**src/rtl/vscale_md_iter_pkg.sv**
```systemverilog
// vscale_md_iter_pkg
// Shared multiply/divide constants for the vscale core: operation codes,
// result selects, the iterative unit's state encoding and a small helper
// that takes the magnitude of an operand when it is to be treated as signed.
package vscale_md_iter_pkg;

  localparam int XPR_LEN = 32;

  localparam int MD_OP_WIDTH = 2;
  localparam logic [MD_OP_WIDTH-1:0] MD_OP_MUL = 2'd0;
  localparam logic [MD_OP_WIDTH-1:0] MD_OP_DIV = 2'd1;
  localparam logic [MD_OP_WIDTH-1:0] MD_OP_REM = 2'd2;

  localparam int MD_OUT_SEL_WIDTH = 2;
  localparam logic [MD_OUT_SEL_WIDTH-1:0] MD_OUT_LO  = 2'd0;
  localparam logic [MD_OUT_SEL_WIDTH-1:0] MD_OUT_HI  = 2'd1;
  localparam logic [MD_OUT_SEL_WIDTH-1:0] MD_OUT_REM = 2'd2;

  localparam int MD_STATE_WIDTH = 2;
  typedef enum logic [MD_STATE_WIDTH-1:0] {
    MD_STATE_IDLE    = 2'd0,
    MD_STATE_COMPUTE = 2'd1,
    MD_STATE_FINAL   = 2'd2,
    MD_STATE_DONE    = 2'd3
  } md_state_t;

  // Magnitude of a value; only negative when flagged signed and MSB set.
  // 0x80000000 maps to itself, which is the correct unsigned magnitude.
  function automatic logic [XPR_LEN-1:0] md_abs(input logic [XPR_LEN-1:0] value,
                                                input logic              isSigned);
    return (isSigned && value[XPR_LEN-1]) ? (~value + 32'd1) : value;
  endfunction

endpackage

```
**src/rtl/vscale_md_iter.sv**
```systemverilog
// vscale_md_iter
// Iterative RV32M multiply/divide responder. Operands are reduced to
// magnitudes on acceptance, processed one bit per cycle for 32 cycles
// (shift-add multiply or restoring division), sign-corrected in a final
// cycle and returned with a one-cycle resp_valid pulse.
//
// Ports:
//   clk, reset          clock, synchronous active-high reset
//   req_valid/req_ready request handshake (ready only while idle)
//   req_op, req_out_sel operation and result select
//   req_in_1_signed/req_in_2_signed  operand signedness
//   req_in_1, req_in_2  operands (multiplicand/dividend, multiplier/divisor)
//   kill                abandon any in-flight operation
//   resp_valid          one-cycle result strobe
//   resp_result         registered result, held until the next operation finishes
module vscale_md_iter
  import vscale_md_iter_pkg::*;
(
  input  logic                        clk,
  input  logic                        reset,
  input  logic                        req_valid,
  output logic                        req_ready,
  input  logic [MD_OP_WIDTH-1:0]      req_op,
  input  logic                        req_in_1_signed,
  input  logic                        req_in_2_signed,
  input  logic [MD_OUT_SEL_WIDTH-1:0] req_out_sel,
  input  logic [XPR_LEN-1:0]          req_in_1,
  input  logic [XPR_LEN-1:0]          req_in_2,
  input  logic                        kill,
  output logic                        resp_valid,
  output logic [XPR_LEN-1:0]          resp_result
);

  md_state_t                   r_state;
  logic [4:0]                  r_count;
  logic [MD_OP_WIDTH-1:0]      r_op;
  logic [MD_OUT_SEL_WIDTH-1:0] r_out_sel;
  logic [XPR_LEN-1:0]          r_a;
  logic [XPR_LEN-1:0]          r_b;
  logic [2*XPR_LEN-1:0]        r_acc;
  logic                        r_negate_q;
  logic                        r_negate_r;
  logic                        r_in2_zero;
  logic                        r_resp_valid;
  logic [XPR_LEN-1:0]          r_resp_result;

  logic [XPR_LEN:0]            w_add_src;
  logic [XPR_LEN:0]            w_mul_sum;
  logic [XPR_LEN:0]            w_rem_shift;
  logic                        w_div_ge;
  logic [XPR_LEN-1:0]          w_div_diff;
  logic [2*XPR_LEN-1:0]        w_product;
  logic [XPR_LEN-1:0]          w_quotient;
  logic [XPR_LEN-1:0]          w_remainder;
  logic [XPR_LEN-1:0]          w_final;

  assign req_ready   = (r_state == MD_STATE_IDLE);
  assign resp_valid  = r_resp_valid;
  assign resp_result = r_resp_result;

  // Per-iteration datapath and final sign correction.
  // Multiply: r_a is the multiplicand, r_b the multiplier shifting out from
  // the LSB, r_acc the running product whose top half takes the 33-bit sum.
  // Divide: r_a is the divisor, r_b the dividend shifting out from the MSB,
  // r_acc[63:32] the partial remainder and r_acc[31:0] collects quotient bits.
  // The shifted remainder can reach 33 bits, so the compare is done at that
  // width; once it passes, the difference always fits back into 32 bits.
  // A zero divisor passes every compare, leaving quotient all ones and the
  // remainder equal to the dividend magnitude, which gives RV32M results.
  always_comb begin
    w_add_src   = r_b[0] ? {1'b0, r_a} : '0;
    w_mul_sum   = {1'b0, r_acc[63:32]} + w_add_src;
    w_rem_shift = {r_acc[63:32], r_b[31]};
    w_div_ge    = (w_rem_shift >= {1'b0, r_a});
    w_div_diff  = w_rem_shift[31:0] - r_a;
    w_product   = r_negate_q ? (~r_acc + 64'd1) : r_acc;
    w_quotient  = (r_negate_q && !r_in2_zero) ? (~r_acc[31:0] + 32'd1) : r_acc[31:0];
    w_remainder = r_negate_r ? (~r_acc[63:32] + 32'd1) : r_acc[63:32];
    w_final     = w_product[31:0];
    case (r_op)
      MD_OP_MUL: begin
        case (r_out_sel)
          MD_OUT_HI: w_final = w_product[63:32];
          MD_OUT_LO: w_final = w_product[31:0];
          default:   w_final = w_product[31:0];
        endcase
      end
      MD_OP_DIV: w_final = w_quotient;
      MD_OP_REM: w_final = w_remainder;
      default:   w_final = (r_out_sel == MD_OUT_REM) ? w_remainder : w_quotient;
    endcase
  end

  // Control FSM and datapath registers. kill and reset both drop the
  // machine back to idle without touching resp_result for kill; reset also
  // clears the result. A request presented together with kill is refused.
  always_ff @(posedge clk) begin
    if (reset) begin
      r_state       <= MD_STATE_IDLE;
      r_count       <= '0;
      r_op          <= '0;
      r_out_sel     <= '0;
      r_a           <= '0;
      r_b           <= '0;
      r_acc         <= '0;
      r_negate_q    <= 1'b0;
      r_negate_r    <= 1'b0;
      r_in2_zero    <= 1'b0;
      r_resp_valid  <= 1'b0;
      r_resp_result <= '0;
    end else if (kill) begin
      r_state      <= MD_STATE_IDLE;
      r_count      <= '0;
      r_resp_valid <= 1'b0;
    end else begin
      case (r_state)
        MD_STATE_IDLE: begin
          r_resp_valid <= 1'b0;
          if (req_valid) begin
            r_op       <= req_op;
            r_out_sel  <= req_out_sel;
            r_a        <= (req_op == MD_OP_MUL) ? md_abs(req_in_1, req_in_1_signed)
                                                : md_abs(req_in_2, req_in_2_signed);
            r_b        <= (req_op == MD_OP_MUL) ? md_abs(req_in_2, req_in_2_signed)
                                                : md_abs(req_in_1, req_in_1_signed);
            r_in2_zero <= (req_in_2 == '0);
            r_negate_q <= (req_in_1_signed & req_in_1[31]) ^ (req_in_2_signed & req_in_2[31]);
            r_negate_r <= req_in_1_signed & req_in_1[31];
            r_acc      <= '0;
            r_count    <= '0;
            r_state    <= MD_STATE_COMPUTE;
          end
        end
        MD_STATE_COMPUTE: begin
          if (r_op == MD_OP_MUL) begin
            r_acc <= {w_mul_sum, r_acc[31:1]};
            r_b   <= r_b >> 1;
          end else begin
            r_acc <= {(w_div_ge ? w_div_diff : w_rem_shift[31:0]), r_acc[30:0], w_div_ge};
            r_b   <= r_b << 1;
          end
          r_count <= r_count + 5'd1;
          if (r_count == 5'd31) begin
            r_state <= MD_STATE_FINAL;
          end
        end
        MD_STATE_FINAL: begin
          r_resp_result <= w_final;
          r_resp_valid  <= 1'b1;
          r_state       <= MD_STATE_DONE;
        end
        MD_STATE_DONE: begin
          r_resp_valid <= 1'b0;
          r_state      <= MD_STATE_IDLE;
        end
        default: begin
          r_resp_valid <= 1'b0;
          r_state      <= MD_STATE_IDLE;
        end
      endcase
    end
  end

endmodule
```
**config.mk**
```make
export PLATFORM = sky130hd
export DESIGN_NAME = vscale_md_iter
export DESIGN_NICKNAME = d
export VERILOG_FILES = /design/src/rtl/vscale_md_iter_pkg.sv /design/src/rtl/vscale_md_iter.sv
export SDC_FILE = /design/constraint.sdc
export NUM_CORES = 1
export LEC_CHECK = 0
export BUFFER_PORTS_ARGS = -buffer_cell sky130_fd_sc_hd__buf_2
export CAP_MARGIN = 20
export CORE_ASPECT_RATIO = 2
export CORE_UTILIZATION = 35
export CTS_BUF_LIST = sky130_fd_sc_hd__clkbuf_4 sky130_fd_sc_hd__clkbuf_8
export DETAILED_ROUTE_END_ITERATION = 16
export PLACE_DENSITY = 0.56
export SLEW_MARGIN = 20
export SYNTH_ARGS = -nofsm -noshare
export SYNTH_HDL_FRONTEND = slang
export SYNTH_SLANG_ARGS = --single-unit
```
**constraint.sdc**
```tcl
create_clock -name clk -period 3.9 [get_ports clk]
set_input_delay 0.585 -clock clk [delete_from_list [all_inputs] [get_ports clk]]
set_output_delay 0.585 -clock clk [all_outputs]
set_load 0.01 [all_outputs]
```
==> run summary <==
======================================================================================================
Run status                                                                                finished clean
Global routing usage on met2                                                                     51.6%
Mean Syn Cell Area                                                                            6.78 µm²
Fraction of registers with async set/reset                                                          0%
Slew of the pin with the lowest slew margin                                                    1.13 ns
Slew Limit Fails                                                                                     0
Final Critical Period                                                                          3.76 ns
Number of global-route vias before repair                                                        18000
Placeable core area                                                                          46800 µm²
Maximum clock frequency                                                                        266 MHz
Most frequently used flop master after synthesis                                               dfxtp_1
Largest vdd supply drop                                                                       0.202 mV
Leakage power total                                                                            7.31 nW
Sum Neg Setup Slack                                                                               0 ns
Sinks on the clock net                                                                             175
Horizontal die dimension                                                                        156 µm
CP Class                                                                                  flop to flop
Detailed placer's ending HPWL                                                                 51200 µm
Kind of start point of the critical path                                                          flop
Antenna violations before repair                                                                     6
CTS tree                                                                                          done
End point of the most critical hold path                                                  r_out_sel[1]$_SDFFE_PP0P_
Startpoint of the worst-slack reg-to-reg timing path                                      r_a[26]$_SDFFE_PP0P_
Number of cell instances on the worst register-to-register path                                     12
Crit share post-route                                                                            96.5%
CTS H-tree lvls                                                                                      4
Die area                                                                                     48400 µm²
Required time at the worst-slack endpoint                                                      4.34 ns
Data arrival time at the worst-slack endpoint                                                  4.20 ns
Total count of hold-check failures in the final report                                               0
Number of iterations in the first detailed-routing pass                                              6
Layout net count                                                                                  2620
First-pass GRT wire length                                                                   102000 µm
CTS max path bufs                                                                                    2
Root buffer cell                                                                              clkbuf_8
Total congestion overflow                                                                            0
Hold crit path type                                                                       primary input to flop
# hold bufs at CTS                                                                                   0
Unrepaired setup endpoints after global routing                                                     no
Setup violators final                                                                                0
Global routing usage summed across all routing layers                                            27.5%
Drt total wl                                                                                  66000 µm
Power per unit of standard cell area                                                        255 nW/µm²
Synth unique cells                                                                                  85
Gate Count Post-Synth                                                                             2449
Fraction of layout instances using a drive strength above 1                                      11.2%
Maximum capacitance violations                                                                       0
Worst slew margin                                                                                24.5%
Iteration-0 DRC Markers                                                                            908
TritonCTS buffer count                                                                              17
Setup WS post-layout                                                                          0.138 ns
Via-to-Cell Ratio                                                                                 5.88
Sequential-to-total area share from yosys stat                                                   21.1%
Worst Hold Launch                                                                         req_out_sel[1]
Routed Antenna Nets                                                                                  0
Met3 track utilization from global routing                                                       3.55%
Row cnt                                                                                            112
Mapped Area                                                                                  16600 µm²
Flip-flop and latch count after synthesis                                                          175
Final setup skew                                                                             0.0113 ns
Worst R2R Setup Slack                                                                          0.14 ns
Placement Setup Slack                                                                         0.124 ns
Busiest metal layer after global routing                                                          met2
Effective utilization at floorplan                                                               35.5%
Maximum fanout encountered on the critical timing path                                              11
Net count after synthesis                                                                         2599
Global routing usage on met1                                                                     27.1%
Number of remaining DRC errors                                                                       0
RePlAce Congestion                                                                               0.998
Clock insertion delay at the later pin of the skew report                                      0.54 ns
Endpoint of the most critical register-to-register path                                   r_acc[59]$_SDFFE_PP0P_
Number of enable-type register cells in the synthesized netlist                                      0
I/O pin count                                                                                      108
Y dimension of the die                                                                          310 µm
Clock transition at the register clock pins on the worst setup and hold paths after CTS        0.10 ns
Wire length per cell after detailed routing                                                    21.2 µm
Vias after detailed routing                                                                      18300
Worst setup EP type                                                                               flop
Port-buffer cells                                                                                  107
Total number of yosys warnings                                                                       0
Hold-critical path depth                                                                             3
Maximum number of pins on one net before global-route repair                                        63
Signed area change from the synthesized netlist to the final layout                              10.6%
======================================================================================================
## stage by stage
step | total power [W] | util, % | hold WS, ns | instance area, µm² | std cells
2_1_floorplan | 0.00279 | - | 0.440 | 16600 | 2449
3_3_place_gp | 0.00324 | 38.3 | 0.432 | 17900 | 3078
3_5_place_dp | 0.00325 | 38.3 | 0.433 | 17900 | 3078
4_1_cts | 0.00471 | 39.2 | 0.250 | 18400 | 3110
5_1_grt | 0.00491 | 39.3 | 0.304 | 18400 | 3116
6_report | 0.00469 | 39.3 | 0.272 | 18400 | 3116
## routing by layer
metal | routed length (µm) | vias to the layer above | share of wire, %
met2 | 34400 | 719 | 52
met4 | 5050 | 0 | 7.6
met5 | 0 | - | 0
met1 | 23300 | 8608 | 35
met3 | 3230 | 219 | 4.9
li1 | - | 8764 | -
## registers in the layout, indices dropped and copies added (netlist names)
signal,count
r_op,2
r_in2_zero,1
r_acc,64
resp_valid,1
r_out_sel,2
r_b,32
r_state,2
r_negate_q,1
r_a,32
r_count,5
r_negate_r,1
resp_result,32
## power by group
group | internal (W) | switching [W] | leakage, nW
clock | 0.000678 | 0.000787 | 0.210
sequential | 0.00185 | 0.0000593 | 1.42
combinational | 0.000450 | 0.000870 | 5.68
## synthesized netlist by cell type (49+ instances only)
| cell type | instances | share of area (%) |
|---|---|---|
| xnor2_1 | 93 | 4.9 |
| nand2_1 | 404 | 9.1 |
| o21ai_0 | 125 | 3.8 |
| ha_1 | 74 | 5.6 |
| a211oi_1 | 60 | 2.7 |
| nor2_1 | 260 | 5.9 |
| a21oi_1 | 258 | 7.8 |
| inv_1 | 72 | 1.6 |
| dfxtp_1 | 175 | 21 |
| xor2_1 | 103 | 5.4 |
| clkbuf_1 | 178 | 4.0 |
| nor3_1 | 49 | 1.5 |
## cells by family (layout without fill, tap and decap cells)
logic type,Yosys count,after routing,share of synthesized area (%)
and+or+nand+nor,958,958,26.2
muxes,21,21,1.36
other,0,6,0
xor gates and xnor gates,196,196,10.3
AOI/OAI and AO/OA,753,753,29.0
buffers and inverters,270,304,6.27
adders and majority gates,76,76,5.81
DFF,175,175,21.1
## cell usage in the layout (no fill, tap or decap), types with 14 or more instances in the layout
master and n:
a211oi_1 60, a21o_1 20, a21oi_1 257, a31oi_1 26, and2_1 38, and3_1 22, buf_2 106, buf_4 91
clkbuf_8 19, dfxtp_1 172, ha_1 74, inv_1 72, mux2i_1 18, nand2_1 404, nand2b_1 15, nand3_1 30
nand4_1 14, nor2_1 255, nor3_1 48, nor4_1 27, o211ai_1 47, o21ai_0 125, o221ai_1 16, o22ai_1 21
o31ai_1 34, or2_2 15, or3_1 27, xnor2_1 93, xor2_1 103
## layout make-up
cell class,instances,area (µm²)
diodes,6,15.0
clock buffers,20,269
clock inverters,12,158
fillers,5080,28400
inverters,73,274
multi-input cells,2004,12100
flip-flops and latches,175,3510
well taps,627,785
repair buffers,199,1250
## critical path, stage by stage, from the launching register on
cell and delay, ns:
dfxtp_1 0.36, inv_1 0.05, ha_1 0.39, and3_1 0.27, nand2_1 0.27, nor4_2 0.54
a41oi_1 0.27, o21ai_0 0.42, nor3_2 0.13, buf_4 0.21, a2111oi_0 0.37, o311ai_0 0.24
o311ai_0 0.13
## worst max path at each step
stage | start | end | slack [ns]
after floorplan | r_acc[32]$_SDFFE_PP0P_ | r_acc[62]$_SDFFE_PP0P_ | 0.76
after global placement | r_a[26]$_SDFFE_PP0P_ | r_acc[59]$_SDFFE_PP0P_ | 0.15
after detailed placement | r_a[26]$_SDFFE_PP0P_ | r_acc[59]$_SDFFE_PP0P_ | 0.12
after CTS | r_a[26]$_SDFFE_PP0P_ | r_acc[59]$_SDFFE_PP0P_ | 0.08
after global routing | r_a[26]$_SDFFE_PP0P_ | r_acc[59]$_SDFFE_PP0P_ | 0.02
final | r_a[26]$_SDFFE_PP0P_ | r_acc[59]$_SDFFE_PP0P_ | 0.14
## repair_timing
| item | CTS | global route |
|---|---|---|
| setup endpoints to repair | 0 | 6 |
| setup buffers | 0 | 0 |
| resized for setup | 0 | 3 |
No activity file was read; power rests on OpenSTA's default activity.
